==> config.mk <==
export PLATFORM = sky130hd
export DESIGN_NAME = mem_lsu
export DESIGN_NICKNAME = d
export VERILOG_FILES = /design/src/rtl/mem_lsu_pkg.sv /design/src/rtl/mem_lsu_align.sv /design/src/rtl/mem_lsu.sv
export SDC_FILE = /design/constraint.sdc
export NUM_CORES = 1
export LEC_CHECK = 0
export ABC_AREA = 1
export BUFFER_PORTS_ARGS = -buffer_cell sky130_fd_sc_hd__buf_4
export CAP_MARGIN = 30
export CORE_MARGIN = 5
export CORE_UTILIZATION = 50
export CTS_CLUSTER_DIAMETER = 80
export DETAILED_ROUTE_END_ITERATION = 7
export GPL_TIMING_DRIVEN = 0
export PLACE_DENSITY = 0.85
export SYNTH_ARGS = -nofsm -noshare
export SYNTH_HDL_FRONTEND = slang
export SYNTH_SLANG_ARGS = --single-unit
==> constraint.sdc <==
create_clock -name clk -period 2.75 [get_ports clk]
set_input_delay 0.275 -clock clk [delete_from_list [all_inputs] [get_ports clk]]
set_output_delay 0.275 -clock clk [all_outputs]
set_load 0.005 [all_outputs]
==> src/rtl/mem_lsu_pkg.sv <==
// Shared op codes, exception codes, FSM states and decode helpers for the load/store unit.
package mem_lsu_pkg;

  localparam int ALUOP_W   = 8;
  localparam int REGADDR_W = 5;

  // Op layout: [7:4]=4'h2 marks a memory op, [3]=store, [2]=zero-extend, [1:0]=log2(bytes)
  typedef enum logic [ALUOP_W-1:0] {
    OP_LB  = 8'h20, OP_LH  = 8'h21, OP_LW  = 8'h22, OP_LD  = 8'h23,
    OP_LBU = 8'h24, OP_LHU = 8'h25, OP_LWU = 8'h26,
    OP_SB  = 8'h28, OP_SH  = 8'h29, OP_SW  = 8'h2A, OP_SD  = 8'h2B
  } aluop_e;

  localparam logic [31:0] EXC_NONE           = 32'd0;
  localparam logic [31:0] EXC_ILLEGAL_INSN   = 32'd2;
  localparam logic [31:0] EXC_LOAD_MISALIGN  = 32'd4;
  localparam logic [31:0] EXC_LOAD_FAULT     = 32'd5;
  localparam logic [31:0] EXC_STORE_MISALIGN = 32'd6;
  localparam logic [31:0] EXC_STORE_FAULT    = 32'd7;

  typedef enum logic [2:0] {ST_IDLE, ST_REQ, ST_WAIT_R, ST_DRAIN, ST_DONE} lsu_state_t;

  typedef enum logic [1:0] {SZ_B, SZ_H, SZ_W, SZ_D} mem_size_t;

  function automatic logic op_is_mem(input logic [ALUOP_W-1:0] op);
    return (op[7:4] == 4'h2) && !(op[2] && (op[3] || (op[1:0] == 2'b11)));
  endfunction

  function automatic logic op_is_store(input logic [ALUOP_W-1:0] op);
    return op[3];
  endfunction

  function automatic logic op_is_unsigned(input logic [ALUOP_W-1:0] op);
    return op[2];
  endfunction

  function automatic mem_size_t op_size(input logic [ALUOP_W-1:0] op);
    return mem_size_t'(op[1:0]);
  endfunction

  function automatic logic misaligned(input mem_size_t sz, input logic [2:0] a);
    case (sz)
      SZ_B:    return 1'b0;
      SZ_H:    return a[0];
      SZ_W:    return |a[1:0];
      default: return |a;
    endcase
  endfunction

endpackage

==> src/rtl/mem_lsu_align.sv <==
// Big-endian lane steering: byte-select generation, store replication and load
// extraction with sign/zero extension. Byte offset k lives in bits [XLEN-1-8k -: 8].
module mem_lsu_align import mem_lsu_pkg::*; #(
  parameter  int XLEN   = 32,
  localparam int NBYTES = XLEN / 8,
  localparam int OFFW   = $clog2(NBYTES)
) (
  input  mem_size_t         size_i,
  input  logic              unsigned_i,
  input  logic [OFFW-1:0]   off_i,
  input  logic [XLEN-1:0]   wdata_i,
  input  logic [XLEN-1:0]   rdata_i,
  output logic [NBYTES-1:0] sel_o,
  output logic [XLEN-1:0]   wdata_o,
  output logic [XLEN-1:0]   ldata_o
);

  localparam logic [7:0] XW = 8'(XLEN);

  logic [3:0]      lanes;
  logic [7:0]      nbits;
  logic [XLEN-1:0] sh;
  logic [XLEN-1:0] fill;

  always_comb begin
    lanes = 4'd1 << size_i;
    nbits = 8'd8 << size_i;
    if (nbits > XW) nbits = XW;

    // Top-aligned mask slid down to the addressed lane
    sel_o = (~({NBYTES{1'b1}} >> lanes)) >> off_i;

    case (size_i)
      SZ_B:    wdata_o = {(XLEN/8){wdata_i[7:0]}};
      SZ_H:    wdata_o = {(XLEN/16){wdata_i[15:0]}};
      SZ_W:    wdata_o = {(XLEN/32){wdata_i[31:0]}};
      default: wdata_o = wdata_i;
    endcase

    // Move the addressed field to the top, then right-justify it
    sh      = rdata_i << {off_i, 3'b000};
    fill    = (!unsigned_i && sh[XLEN-1]) ? ({XLEN{1'b1}} << nbits) : '0;
    ldata_o = (sh >> (XW - nbits)) | fill;
  end

endmodule

==> src/rtl/mem_lsu.sv <==
// Load/store unit: one outstanding data-bus access, alignment and legality checks,
// flush/drain handling and a one-cycle completion pulse to writeback.
module mem_lsu import mem_lsu_pkg::*; #(
  parameter  int XLEN   = 32,
  localparam int NBYTES = XLEN / 8
) (
  input  logic                 clk,
  input  logic                 rst,
  input  logic                 req_valid_i,
  input  logic [ALUOP_W-1:0]   aluop_i,
  input  logic [XLEN-1:0]      addr_i,
  input  logic [XLEN-1:0]      wdata_i,
  input  logic [REGADDR_W-1:0] wd_i,
  input  logic                 wreg_i,
  input  logic                 flush_i,
  output logic                 bus_req_o,
  output logic                 bus_we_o,
  output logic [XLEN-1:0]      bus_addr_o,
  output logic [NBYTES-1:0]    bus_sel_o,
  output logic [XLEN-1:0]      bus_wdata_o,
  input  logic                 bus_gnt_i,
  input  logic                 bus_rvalid_i,
  input  logic [XLEN-1:0]      bus_rdata_i,
  input  logic                 bus_err_i,
  output logic                 stall_o,
  output logic                 done_o,
  output logic [REGADDR_W-1:0] wd_o,
  output logic                 wreg_o,
  output logic [XLEN-1:0]      wdata_o,
  output logic [31:0]          excepttype_o,
  output logic [XLEN-1:0]      badaddr_o
);

  localparam int OFFW = $clog2(NBYTES);

  lsu_state_t           state_q;
  logic [ALUOP_W-1:0]   op_q;
  logic [XLEN-1:0]      addr_q;
  logic [XLEN-1:0]      sdata_q;
  logic [REGADDR_W-1:0] wd_q;
  logic                 wreg_q;
  logic [31:0]          exc_q;
  logic [XLEN-1:0]      res_q;

  mem_size_t            req_size;
  logic [31:0]          req_exc;
  logic                 accept;
  logic [NBYTES-1:0]    lane_sel;
  logic [XLEN-1:0]      lane_wdata;
  logic [XLEN-1:0]      lane_ldata;

  always_comb begin
    req_size = op_size(aluop_i);
    req_exc  = EXC_NONE;
    if (XLEN == 32 && (req_size == SZ_D || (req_size == SZ_W && op_is_unsigned(aluop_i))))
      req_exc = EXC_ILLEGAL_INSN;
    else if (misaligned(req_size, addr_i[2:0]))
      req_exc = op_is_store(aluop_i) ? EXC_STORE_MISALIGN : EXC_LOAD_MISALIGN;
  end

  assign accept = (state_q == ST_IDLE) && req_valid_i && op_is_mem(aluop_i) && !flush_i;

  mem_lsu_align #(.XLEN(XLEN)) u_align (
    .size_i     (op_size(op_q)),
    .unsigned_i (op_is_unsigned(op_q)),
    .off_i      (addr_q[OFFW-1:0]),
    .wdata_i    (sdata_q),
    .rdata_i    (bus_rdata_i),
    .sel_o      (lane_sel),
    .wdata_o    (lane_wdata),
    .ldata_o    (lane_ldata)
  );

  always_ff @(posedge clk or negedge rst) begin
    if (!rst) begin
      state_q <= ST_IDLE;
      op_q    <= '0;
      addr_q  <= '0;
      sdata_q <= '0;
      wd_q    <= '0;
      wreg_q  <= 1'b0;
      exc_q   <= EXC_NONE;
      res_q   <= '0;
    end else begin
      case (state_q)
        ST_IDLE: begin
          if (accept) begin
            op_q    <= aluop_i;
            addr_q  <= addr_i;
            sdata_q <= wdata_i;
            wd_q    <= wd_i;
            wreg_q  <= wreg_i && !op_is_store(aluop_i);
            exc_q   <= req_exc;
            res_q   <= '0;
            state_q <= (req_exc != EXC_NONE) ? ST_DONE : ST_REQ;
          end
        end
        ST_REQ: begin
          if (bus_gnt_i) begin
            if (op_is_store(op_q)) begin
              exc_q   <= bus_err_i ? EXC_STORE_FAULT : EXC_NONE;
              state_q <= flush_i ? ST_IDLE : ST_DONE;
            end else begin
              state_q <= flush_i ? ST_DRAIN : ST_WAIT_R;
            end
          end else if (flush_i) begin
            state_q <= ST_IDLE;
          end
        end
        ST_WAIT_R: begin
          // A flush coinciding with the response has nothing left to drain
          if (flush_i) begin
            state_q <= bus_rvalid_i ? ST_IDLE : ST_DRAIN;
          end else if (bus_rvalid_i) begin
            res_q   <= lane_ldata;
            if (bus_err_i) exc_q <= EXC_LOAD_FAULT;
            state_q <= ST_DONE;
          end
        end
        ST_DRAIN: begin
          if (bus_rvalid_i) state_q <= ST_IDLE;
        end
        ST_DONE: state_q <= ST_IDLE;
        default: state_q <= ST_IDLE;
      endcase
    end
  end

  assign bus_req_o   = (state_q == ST_REQ);
  assign bus_we_o    = bus_req_o && op_is_store(op_q);
  assign bus_addr_o  = bus_req_o ? addr_q : '0;
  assign bus_sel_o   = bus_req_o ? lane_sel : '0;
  assign bus_wdata_o = bus_we_o ? lane_wdata : '0;

  // Gated by rst because the IDLE term looks straight at the request inputs
  assign stall_o = rst && ((state_q == ST_REQ) || (state_q == ST_WAIT_R) || accept);

  assign done_o       = (state_q == ST_DONE) && !flush_i;
  assign wreg_o       = done_o && wreg_q && (exc_q == EXC_NONE);
  assign wd_o         = done_o ? wd_q : '0;
  assign wdata_o      = done_o ? res_q : '0;
  assign excepttype_o = done_o ? exc_q : '0;
  assign badaddr_o    = (done_o && exc_q != EXC_NONE) ? addr_q : '0;

endmodule

======== After elaboration in Yosys (flattened, before gate mapping) ========
Index checks and enable logic that the tools add are counted.
Widths: inputs -> output; s select.
storage, ports and cells
  input port bits ......................... 117
  register bits ........................... 141
  logic and storage cells ................. 112
cells by class
  equal/unequal tests ..................... 18
  add/subtract/negate cells ............... 1
  reduce and logical (&&, ||, !) cells .... 36
  bitwise logic cells ..................... 2
  order comparisons ....................... 1
  mux-type cells .......................... 39
  shift operators ......................... 7
operators by type and width
  operator               count
  $mux 32                16
  $pmux 32 s2            2
  $pmux 32 s3            1
  $reduce_bool 32->1     2
  $mux 3                 11
  $logic_not 32->1       1
  $or 32x32->32          1
  $shl 32x5->32          1
  $shl 32x8->32 const A  1
  $shr 32x8->32          1
  $logic_and 1x1->1      14
  $pmux 3 s4             1
  $ne 2x2->1 const B     5
  $gt 8x6->1 const B     1
  $mux 8                 1
  $reduce_and 4->1       2
  $shl 4x2->8 const A    1
  $sub 6x8->8 const A    1
  $reduce_and 7->1       1
  $eq 3x2->1 const B     2
  $mux 5                 1
  $eq 2x1->1 const B     2
  $eq 2x2->1 const B     2
  $eq 4x2->1 const B     1
  other kinds (22)       32

======== Depth between registers and ports, before layout ========
Gate-level depths: netlist of the first run.
  depth after elaboration ................. 10
  mapped depth ............................ 15
  gate-level depth less buffers ........... 13

======== By module ========
A second synthesis of the first run with hierarchy kept.
unflattened totals
  cell total of the unflattened synthesis .. 1247
  area, all modules ....................... 8035.2 sq um
by module, submodules not included
  module         times used  sequential area each (sq um)  cells each  area an instance (sq um)
  mem_lsu        1           2802.7                        854         6226.0
  mem_lsu_align  1           0.0                           393         1809.2

======== Least setup slack after synthesis of the first run ========
OpenSTA, ideal clock, no wires.
  kind .................................... register to register
  from .................................... register op_q[0]
  to ...................................... register res_q[14]
  cell stages (with the launch flop) ...... 15
  setup slack ............................. 445 ps
  arrival ................................. 2189 ps
  clock period less this slack ............ 2305 ps
  buffers on the path ..................... 3
  library setup time ...................... 116 ps
  data required time ...................... 2634 ps
  path through ............................ dfrtp_1 > nor2_2 > clkinv_1 > buf_2 > ha_1 > buf_2 > inv_1 > clkbuf_1 > nand2_1 > inv_1 > nand2_1 > nand3_1 > nand2_1 > nand2_1 > nand2_1
on the way
  cells in the longest elaborated chain, start to end .. 9
ends and longest elaborated chain
  element                                       RTL line                                  source
  from (decl)                                   mem_lsu.sv:37                             logic [ALUOP_W-1:0] op_q;
  from (signal assigned)                        mem_lsu.sv:88                             op_q <= aluop_i;
  $shl 4x2->8 (*)                               mem_lsu_align.sv:27                       nbits = 8'd8 << size_i;
  $gt 8x6->1                                    mem_lsu_align.sv:28                       if (nbits > XW) nbits = XW;
  $mux 8 (*)                                    mem_lsu_align.sv:28
  $sub 6x8->8 or $shl 32x8->32 (tied branches)  mem_lsu_align.sv:43, mem_lsu_align.sv:42
  $shr 32x8->32 or $mux 32 (tied branches)      mem_lsu_align.sv:43, mem_lsu_align.sv:42
  $or 32x32->32 (*)                             mem_lsu_align.sv:43                       ldata_o = (sh >> (XW - nbits)) | fill;
  $mux 32 (*)                                   mem_lsu.sv:114                            end else if (bus_rvalid_i) begin
  $mux 32 (*)                                   mem_lsu.sv:112                            if (flush_i) begin
  $pmux 32 s2 (*)                               mem_lsu.sv:85                             case (state_q)
  to (signal assigned)                          mem_lsu.sv:115                            res_q <= lane_ldata;
  to (decl)                                     mem_lsu.sv:43                             logic [XLEN-1:0] res_q;
Every way passes the cells marked *; elsewhere a longest branch is shown, timed or not. The select of a mux whose other input is x is not followed.
A chain may end at the register's enable or synchronous reset.

======== Worst setup path after layout of the first run ========
  from .................................... register op_q[1]
  to ...................................... output port bus_wdata_o[10]
on the way
  cells in the longest elaborated chain, start to end .. 3
ends and longest elaborated chain
  element                                        RTL line             source
  $eq 2x1->1 or $logic_not 2->1 (tied branches)  mem_lsu_align.sv:33  case (size_i)
  $pmux 32 s2 (*)                                mem_lsu_align.sv:33
  $mux 32 (*)                                    mem_lsu.sv:133       assign bus_wdata_o = bus_we_o ? lane_wdata : '0;
  to (decl)                                      mem_lsu.sv:20        output logic [XLEN-1:0] bus_wdata_o,
Every way passes the cells marked *; elsewhere a longest branch is shown, timed or not.

==> metrics, run 1 <==
via count 8312; max_cap viols 0; DRT Wirelength 26800 µm; Async SR Flop Fraction 1.00; GR peak layer met2; final net count 1546; fin. max-slew vios 0; depth of the worst register-to-register path 11; Fin. Hold Viols 0; Initial Utilization 0.513; Via-to-Cell Ratio 5.14; Critical path buffers and inverters 4; fin crit period 2590 ps; hold path depth 3; placed instance count 1597; DRC viols 0; P&R area growth vs syn 35.8%; PwrDens 900 mW/mm²; Root Buffer clkbuf_16; Worst Setup Path Type register to output pin; Filler Cells Inserted 1248; H-tree depth 3; Worst-Skew Late Latency 360 ps; Post-Syn Area 0.00748 mm²; most frequent cells in the layout 301 x buf_4, 227 x nor2_1, 209 x nand2_1; slowest CP cell dfrtp_1; M1 GR Usage 0.333; total gr overflow 0; vias in the first global route 8170; Total Die Area 0.0175 mm²; Max Fclk 387 MHz; Inserted Clock Buffers 9; n_diodes 0; Yosys reg bits 112; fin cells 1617; initial antenna violation count 0; clock sink count 112; CP Capture Type output pin; Final Wtd Congestion 0.933; die height 132 µm; Arr. time, crit path 2310 ps; largest net degree at the start of global routing 65; commonest non-fill, non-tap cell in the layout buf_4; Crit Path Max Fanout 10; die width 132 µm; sequential share of the synthesized area 0.375; crit-path cells nor2_4 > clkinv_4 > buf_2 > ha_2 > clkbuf_1 > a21oi_1 > buf_4; layout cell share with drive strength beyond 1 0.297; Worst Max-Slew Pin Slew 667 ps; Layout Utilization 0.697; P_leak 5.55 nW; Cell variety after synth 36; DRT Pass-1 Iters 5; Peak VDD IR 530 µV; min-delay worst type input pin to register; I/O Buffers 261; Mapped Cells 1123; TritonCTS clock tree yes; smallest hold slack 139 ps; Worst slew margin 0.555; HPWL Detailed 21400 µm; EDFF count, synth 0; Synth Area per Inst 6.66 µm²; YS warnings 0; Clk pin slew, worst setup/hold paths 90 ps; CP peak stage delay 470 ps; DR iter-0 viols 587; Cell Rows 44; first-pass GRT wire length 41700 µm; drt wl/cell 16.6 µm; RSZ-0062 raised after global routing no; met2 Track Usage GR 0.532; status completed; Levels on crit path 7; core footprint 0.0146 mm²; Critical Path Start Type register; # IOs 291; Layout Skew 11.0 ps; final setup fails 0; delay-heaviest family, CP buffers and inverters; gr usage total 0.296; global routing usage on met3 0.0748; Main synth FF type dfrtp_1; Max clock buf depth 2; post-route ant nets 0; final cycle utilization of the critical path 0.941; required time of the critical path 2480 ps
[cells in the mapped netlist (3+ instances only)]
cell type  number  area share
buf_1           6      0.0030
nand3_1        81       0.054
buf_2          26       0.017
o22ai_1         8      0.0067
inv_2           9      0.0045
nand2_1       209        0.10
buf_6           7       0.011
nor2_1        229        0.11
inv_1         187       0.094
nor3_1          5      0.0033
a32o_1          5      0.0067
a21oi_2        46       0.054
dfrtp_1       112        0.37
buf_4          38       0.038
a21oi_1        50       0.033
nand4_1        15       0.013
clkbuf_1       10      0.0050
o21ai_0        47       0.031
o21ai_1        11      0.0074
nor2_4          3      0.0045
[cell type report]
| class | count | area [µm²] | area share |
|---|---|---|---|
| multi-input cells | 754 | 3510 | 0.345 |
| flip-flops and latches | 112 | 2800 | 0.276 |
| repair buffers | 266 | 2020 | 0.199 |
| inverters | 198 | 754 | 0.0742 |
| plain buffers | 87 | 557 | 0.0548 |
| well taps | 184 | 230 | 0.0227 |
| clock buffers | 10 | 229 | 0.0225 |
| clock inverters | 6 | 60.1 | 0.00591 |
[layer usage]
layer	routed length (µm)	vias up	part of all wire
met4	1100	0	0.041
met3	1880	73	0.070
met5	0	-	0
li1	-	4017	-
met1	9940	3876	0.37
met2	13900	346	0.52
[stage by stage]
step	setup WS [ps]	power (W)	instance area (µm²)	setup TNS (ps)
6_report	163	0.00915	10200	0
5_1_grt	33.4	0.00987	10200	0
4_1_cts	15.9	0.00900	10100	0
3_5_place_dp	-420	0.00766	9810	-8840
3_3_place_gp	-382	0.00754	9780	-8190
2_1_floorplan	445	0.00598	7590	0
[worst min-delay path, stage by stage]
cell and delay [ps]:
buf_4 110, inv_1 40, a21oi_1 50
[state kept, by name, summed over array words and instances (netlist names)]
name	flops
addr_q	32
exc_q	3
op_q	4
res_q	32
sdata_q	32
state_q	3
wd_q	5
wreg_q	1
[final timing paths]
check | slack, ps | from | end
setup / recovery | 160 | op_q[1] | bus_wdata_o[10]
hold / removal | 140 | addr_i[16] | addr_q[16]
setup reg to reg | 190 | op_q[1] | res_q[0]
hold reg to reg | 490 | res_q[9] | res_q[9]
max in group asynchronous | 1650 | rst | sdata_q[11]
min in group asynchronous | 430 | rst | res_q[28]
[power by group]
| group | switching [W] | leakage, nW | internal, W |
|---|---|---|---|
| registers | 0.000373 | 1.47 | 0.00227 |
| clock network | 0.000676 | 0.134 | 0.000638 |
| logic | 0.00341 | 3.95 | 0.00178 |
[kinds of logic after synthesis]
kind of cell               after synthesis  synth area share
AOI/OAI and AO/OA                      174             0.147
adders and majority gates                1           0.00167
buffers and inverters                  285             0.174
DFF                                    112             0.375
other                                    1          0.000501
and+or+nand+nor                        550             0.303
[what timing repair did]
action,4_1_cts,5_1_grt
hold buffers,1,0
setup endpoints to repair,53,81
buffers inserted,0,3
pin swaps,0,1
endpoints found under the hold margin,49,0
gates resized for setup,7,10
Power figures use the tool's default switching activity.
==> run 2: changes to the inputs <==
CORE_ASPECT_RATIO = 1.1   (was unset)
CORE_UTILIZATION = 51   (was 50)
CTS_BUF_LIST = sky130_fd_sc_hd__clkbuf_8   (was unset)
PLACE_DENSITY = 0.86   (was 0.85)
==> run 2 against run 1 <==
Combinational power rose by 2%; flip-flop and latch count did not move; die area fell by 1.8%; count of clock-buffer cells in the layout fell by 1; via count rose by 0.64%; critical path type unchanged; critical endpoint is now bus_wdata_o[13].
==> metrics, run 2 (synthesized netlist as in run 1, its figures left out) <==
slowest CP cell dfrtp_1; Fin. Hold Viols 0; Max Fclk 384 MHz; first-pass GRT wire length 44000 µm; Root Buffer clkbuf_8; drt wl/cell 17.4 µm; Layout Skew 12.1 ps; clock sink count 112; Clk pin slew, worst setup/hold paths 110 ps; status completed; setup TNS 0 ps; crit-path most repeated cell buf_2; die height 137 µm; Peak VDD IR 449 µV; vias in the first global route 8524; P&R area growth vs syn 34.2%; max_cap viols 0; CP peak stage delay 490 ps; FF/Latch Area 0.00280 mm²; most frequent cells in the layout 300 x buf_4, 228 x nor2_1, 209 x nand2_1; fin. max-slew vios 0; HPWL Detailed 22600 µm; CP Capture Type output pin; total power 0.00893 W; Final Wtd Congestion 0.950; Total Die Area 0.0172 mm²; die width 125 µm; Worst Max-Slew Pin Slew 777 ps; TritonCTS clock tree yes; DRT Wirelength 28100 µm; Regs by FF count addr_q: 32 flops, res_q: 32 flops, sdata_q: 32 flops; Arr. time, crit path 2330 ps; crit-path cells nor2_4 > clkinv_4 > buf_2 > ha_2 > buf_2 > o21ai_1 > a21oi_1 > buf_4; commonest non-fill, non-tap cell in the layout buf_4; final net count 1544; gr usage total 0.326; Filler Cells Inserted 1253; min-delay worst type input pin to register; post-route ant nets 0; n_diodes 0; PwrDens 890 mW/mm²; Critical Path Start Type register; smallest hold slack 107 ps; Worst slew margin 0.482; Multi-input gate area 0.00350 mm²; final setup fails 0; H-tree depth 3; Initial Utilization 0.520; DRT Pass-1 Iters 6; Crit Path Max Fanout 10; core footprint 0.0144 mm²; RSZ-0062 raised after global routing no; DR iter-0 viols 640; Worst Setup Path Type register to output pin; Cell Rows 46; Max clock buf depth 2; I/O Buffers 261; Worst-Skew Late Latency 390 ps; required time of the critical path 2480 ps; fin crit period 2600 ps; layout cell share with drive strength beyond 1 0.294; DRC viols 0; via count 8365; P_leak 5.51 nW; # IOs 291; total gr overflow 0; final cycle utilization of the critical path 0.946; largest net degree at the start of global routing 72; initial antenna violation count 0; Via-to-Cell Ratio 5.16; Inserted Clock Buffers 9
==> run 2: cell types whose count changed in the layout (fill, tap and decap cells not counted), sizes merged <==
cell,previous run,this run
buf,343,341
bufinv,0,1
clkbuf,19,18
clkinv,2,1
clkinvlp,3,2
==> run 2: cell type report <==
| cell class | instances | area share |
|---|---|---|
| Clock inverter | 5 | 0.00598 |
| Inverter | 198 | 0.0748 |
| Timing Repair Buffer | 264 | 0.200 |
| Sequential cell | 112 | 0.279 |
| Buffer | 87 | 0.0556 |
| Clock buffer | 9 | 0.0123 |
| Multi-Input combinational cell | 754 | 0.349 |
| Tap cell | 192 | 0.0239 |
==> run 2: power by group <==
part	total (W)	switching, W	internal, W
Combinational	0.00529	0.00355	0.00174
Sequential	0.00264	0.000374	0.00227
Clock	0.00100	0.000589	0.000416
Total	0.00893	0.00451	0.00442
==> run 2: layer usage <==
layer  track usage  part of all wire
met3        0.0730             0.073
met5             0                 0
met4         0.148             0.043
met2         0.583              0.51
met1         0.372              0.38
==> run 2: what timing repair did <==
| action | 4_1_cts | 5_1_grt |
|---|---|---|
| gates resized for setup | 8 | 10 |
| hold buffers | 1 | 0 |
| buffers inserted | 0 | 1 |
| setup endpoints to repair | 54 | 40 |
| endpoints found under the hold margin | 42 | 0 |
| pin swaps | 0 | 1 |
==> run 2: final timing paths <==
| check | startpoint | end | slack (ps) | cells after the start |
|---|---|---|---|---|
| setup / recovery | op_q[1] | bus_wdata_o[13] | 150 | 8 |
| hold / removal | wdata_i[1] | sdata_q[1] | 110 | 3 |
| setup reg to reg | op_q[1] | res_q[4] | 160 | 11 |
| hold reg to reg | exc_q[0] | exc_q[0] | 500 | 2 |
| max in group asynchronous | rst | addr_q[22] | 1580 | 3 |
| min in group asynchronous | rst | res_q[26] | 410 | 2 |
==> run 2: critical path, delay by kind of cell (launching register included) <==
family	cells	cell delay (ps)
flip-flops	1	490
AND/OR/NAND/NOR	1	80
adder cells (fa/ha/maj)	1	280
AO/OA/AOI/OAI	2	330
buffers and inverters	4	760
==> run 2: stage by stage <==
step | cell area, µm² | setup WS [ps] | std cells | utilization
floorplan | 7590 | 445 | 1151 | -
global placement | 9790 | -401 | 1604 | 0.680
detailed placement | 9820 | -391 | 1605 | 0.682
CTS | 10000 | 11.0 | 1620 | 0.697
global route | 10000 | 2.58 | 1621 | 0.698
finish | 10000 | 147 | 1621 | 0.698
